### config.mk
export PLATFORM = sky130hd
export DESIGN_NAME = fwd_ctrl
export DESIGN_NICKNAME = d
export VERILOG_FILES = /design/src/rtl/fwd_ctrl.sv
export SDC_FILE = /design/constraint.sdc
export NUM_CORES = 1
export LEC_CHECK = 0
export ABC_AREA = 0
export ABC_CLOCK_PERIOD_IN_PS = 3300
export CAP_MARGIN = 5
export CORE_ASPECT_RATIO = 0.6
export CORE_UTILIZATION = 30
export DETAILED_ROUTE_END_ITERATION = 16
export PLACE_DENSITY = 0.59
export SYNTH_ARGS = -nofsm -noshare
export SYNTH_HDL_FRONTEND = slang
export SYNTH_SLANG_ARGS = --single-unit
### constraint.sdc
create_clock -name clk -period 3.3 [get_ports clk]
set_input_delay 0.825 -clock clk [delete_from_list [all_inputs] [get_ports clk]]
set_output_delay 0.825 -clock clk [all_outputs]
set_load 0.005 [all_outputs]
### src/rtl/fwd_ctrl.sv
// fwd_ctrl: EX/MEM/WB forwarding selects and load-use stall for the 5-stage pipeline
// FWD_WB_BYPASS_EN enables the write-back bypass (code 11) for a read-before-write register file.
module fwd_ctrl #(
  parameter int REG_AW = 3,
  parameter int ZERO_REG = 1,
  parameter int CNT_W = 16
) (
  input  logic              clk,
  input  logic              rst,
  input  logic              id_valid,
  input  logic [REG_AW-1:0] id_rs1,
  input  logic [REG_AW-1:0] id_rs2,
  input  logic              id_rs1_used,
  input  logic              id_rs2_used,
  input  logic [REG_AW-1:0] id_rd,
  input  logic              id_wr_en,
  input  logic              id_is_load,
  input  logic              flush,
  output logic [1:0]        fwd_a_sel,
  output logic [1:0]        fwd_b_sel,
  output logic              stall,
  output logic [CNT_W-1:0]  stall_cnt
);
  typedef struct packed {
    logic              valid;
    logic [REG_AW-1:0] rd;
    logic              wr_en;
    logic              is_load;
  } rec_t;
  function automatic logic qual(rec_t r, logic [REG_AW-1:0] rs, logic used);
    return r.valid & r.wr_en & used & (r.rd == rs) & ((ZERO_REG == 0) | (r.rd != '0));
  endfunction
  rec_t ex_rec, mem_rec, id_rec;
  logic ea, eb, ma, mb, wa, wb, capture;
  logic [1:0] sel_a, sel_b;
  assign id_rec = '{valid: 1'b1, rd: id_rd, wr_en: id_wr_en, is_load: id_is_load};
  assign ea = qual(ex_rec, id_rs1, id_rs1_used);
  assign eb = qual(ex_rec, id_rs2, id_rs2_used);
  assign ma = qual(mem_rec, id_rs1, id_rs1_used);
  assign mb = qual(mem_rec, id_rs2, id_rs2_used);
`ifdef FWD_WB_BYPASS_EN
  rec_t wb_rec;
  assign wa = qual(wb_rec, id_rs1, id_rs1_used);
  assign wb = qual(wb_rec, id_rs2, id_rs2_used);
  always_ff @(posedge clk)
    if (rst) wb_rec <= '0;
    else wb_rec <= mem_rec;
`else
  // Write-first register file already returns the WB value, so WB never forwards.
  assign wa = 1'b0;
  assign wb = 1'b0;
`endif
  always_comb begin
    sel_a = ea ? 2'b01 : ma ? 2'b10 : wa ? 2'b11 : 2'b00;
    sel_b = eb ? 2'b01 : mb ? 2'b10 : wb ? 2'b11 : 2'b00;
    stall = id_valid & ex_rec.is_load & (ea | eb) & ~flush;
    capture = id_valid & ~stall & ~flush;
  end
  always_ff @(posedge clk) begin
    if (rst) begin
      ex_rec <= '0;
      mem_rec <= '0;
      fwd_a_sel <= 2'b00;
      fwd_b_sel <= 2'b00;
      stall_cnt <= '0;
    end else begin
      mem_rec <= ex_rec;
      ex_rec <= capture ? id_rec : '0;
      fwd_a_sel <= capture ? sel_a : 2'b00;
      fwd_b_sel <= capture ? sel_b : 2'b00;
      if (stall && !(&stall_cnt)) stall_cnt <= stall_cnt + CNT_W'(1);
    end
  end
endmodule

==> metrics.yaml <==
outcome:
  outcome: "finished clean"
cts:
  cts_made_buffers: 5
  cts-root-buf: "clkbuf_8"
  h-tree-depth: 2
  ctsHoldBuffers: 0
  post_cts_buffers: 0
  insertion_delay_ns: 0.28
  cts_tree: "built"
  clock_sinks: 31
  ctsLongestPathBuffers: 2
  clk_pin_slew_ns: 0.07
sta:
  tns_ns: 0
  fin_skew_ns: 0.00317
  min_period_ns: 3.16
  worst_slew_pin_slew_ns: 0.533
  slew_violations: 0
  period_share_pct: 95.8
  rsz0062_at_grt: "false"
  max_freq_mhz: 316
  slew_headroom_pct: 63.6
  hold_viol_final: 0
  setup_violations: 0
route:
  wl_per_cell_um: 12.6
  routed_via_density: 4.81
  wl_um: 3500
  drt-initial-drc-count: 70
  drc: 0
  num_vias: 1336
  postRouteAntennaNets: 0
  dr.pass1.iters: 4
global_routing:
  grt_usage_pct: 14.8
  grt_pass1_wl_um: 5680
  antenna_found_initial: 0
  grt-ovfl-total: 0
  grt_pass1_vias: 1134
  grt_max_degree: 24
final_layout:
  drive_above_1_share_pct: 11.6
  diodes: 0
  nets: 232
  final_cell_area_um2: 2060
  n_fill_cell: 464
  area_growth_pct: 43.1
critical_path:
  crit_type: "input pin to output port"
  cp-end-kind: "output port"
  arrival_ns: 2.34
  worstPathMaxFanout: 2
  worstPathRequired_ns: 2.47
  startpoint_type: "input pin"
power:
  vdd_ir_drop_max_mv: 0.162
  finalPower_w: 0.000813
  p_leak_nw: 0.718
  power_density_nw_per_um2: 394
yosys:
  synth_ff_type: "dfxtp_1"
  synth_edf_count: 0
  ys_ff_latch: 31
  ys_top_cells_by_count: "dfxtp_1 (31), a21oi_1 (13), nand2_1 (12), nor2_1 (11), o21ai_0 (11)"
  netlist_instances: 164
  syn_area_um2: 1440
  yosysTopAreaCell: "dfxtp_1"
  avgSynthCellArea_um2: 8.80
  synth_top_area_share_pct: 43.0
  synth_nets: 182
  synthArstFlopShare_pct: 0
  yosysSeqAreaShare_pct: 43.0
  yosysMostFrequentCell: "dfxtp_1"
  yosysUniqueCellTypes: 29
  synthTopCellsByArea: "dfxtp_1 (43%), a21oi_1 (4.5%), xnor2_1 (4.2%), o21ai_0 (3.8%), and3_1 (3.5%)"
  yosys_warnings: 0
die:
  core_um2: 4590
  rows: 19
  die_x_um: 91.5
  ios: 38
  die_h_um: 55.7
  start_util_pct: 31.4
  die-area_um2: 5100
placement:
  portBuffers: 37
  place_congestion: 0.918
  placed_area_um2: 1950
  dp_hpwl_um: 2670
run:
  max_cap_viol_count: 0
min_path:
  hold_path_class: "flip-flop to flip-flop"
-- sequential cells by signal, indices dropped and copies added, names as in the netlist --
signal / flops
mem_rec: 5
fwd_a_sel: 2
ex_rec: 6
stall_cnt: 16
fwd_b_sel: 2
-- final timing paths --
| path | start | to | slack [ns] | cells past startpoint |
|---|---|---|---|---|
| max reg2reg | ex_rec[2]$_SDFF_PP0_ | stall_cnt[10]$_SDFFE_PP0P_ | 0.73 | 8 |
| max | id_rs2[2] | stall | 0.14 | 6 |
| min | ex_rec[1]$_SDFF_PP0_ | mem_rec[1]$_SDFF_PP0_ | 0.46 | 1 |
| min reg2reg | ex_rec[1]$_SDFF_PP0_ | mem_rec[1]$_SDFF_PP0_ | 0.46 | 1 |
-- what timing repair did --
action / in CTS / in global routing
pin swaps: 3 / 5
setup endpoints to repair: 1 / 1
resized for setup: 2 / 2
-- cells in the final DEF, fill, tap and decap left out, types with 6 or more instances in the layout --
cell / netlist / layout
clkdlybuf4s50_1: 0 / 36
dfxtp_1: 31 / 31
nand2_1: 12 / 12
a21oi_1: 13 / 12
o21ai_0: 11 / 11
nor2_1: 11 / 11
buf_4: 0 / 11
and3_1: 8 / 8
nand3_1: 8 / 8
xnor2_1: 7 / 7
and2_1: 7 / 7
or3_1: 7 / 7
clkbuf_8: 0 / 6
-- metrics by stage --
step                hold slack, ns  setup slack [ns]  utilization, %  instances
CTS                          0.457            0.0251            45.1        278
detailed placement           0.448            -0.213            42.5        270
global placement             0.448            -0.213            42.5        270
finish                       0.457             0.138            45.0        278
floorplan                    0.429             0.681               -        164
global route                 0.468            0.0341            45.0        278
-- critical path, stage by stage --
cell	delay (ns)
clkdlybuf4s50_1	0.41
or3b_1	0.37
a211oi_2	0.24
o2111ai_2	0.18
a21oi_2	0.18
clkbuf_2	0.13
-- final cells by class --
type	count	area (um^2)	area share (%)
inverter	3	11.3	0.545
clock buffer	6	82.6	4.00
clock inverter	2	35.0	1.70
tap	63	78.8	3.82
multi-input combinational	125	788	38.2
sequential	31	621	30.1
timing repair buffer	48	448	21.7
-- layer usage --
metal	up-vias	track usage (%)	part of all wire [%]
met5	-	0	0
met4	0	6.80	1.0
met3	5	3.83	4.2
met2	26	17.1	36
met1	607	24.0	59
li1	698	-	-
-- logic make-up (layout without fill, tap and decap cells) --
family | Yosys count | in the layout | share of synthesized area [%]
XOR/XNOR | 12 | 12 | 7.29
AND/OR/NAND/NOR | 76 | 76 | 29.7
adder cells (fa/ha/maj) | 1 | 1 | 0.867
buffers and inverters | 8 | 59 | 2.60
AO/OA/AOI/OAI | 36 | 36 | 16.6
flip-flops | 31 | 31 | 43.0
-- power breakdown --
| group | switching [W] | leakage [nW] | internal (W) |
|---|---|---|---|
| clock network | 0.000141 | 0.0612 | 0.000244 |
| logic | 0.0000193 | 0.406 | 0.0000287 |
| registers | 0.00000339 | 0.250 | 0.000377 |
| total | 0.000163 | 0.718 | 0.000650 |
(Power assumes the default switching activity.)
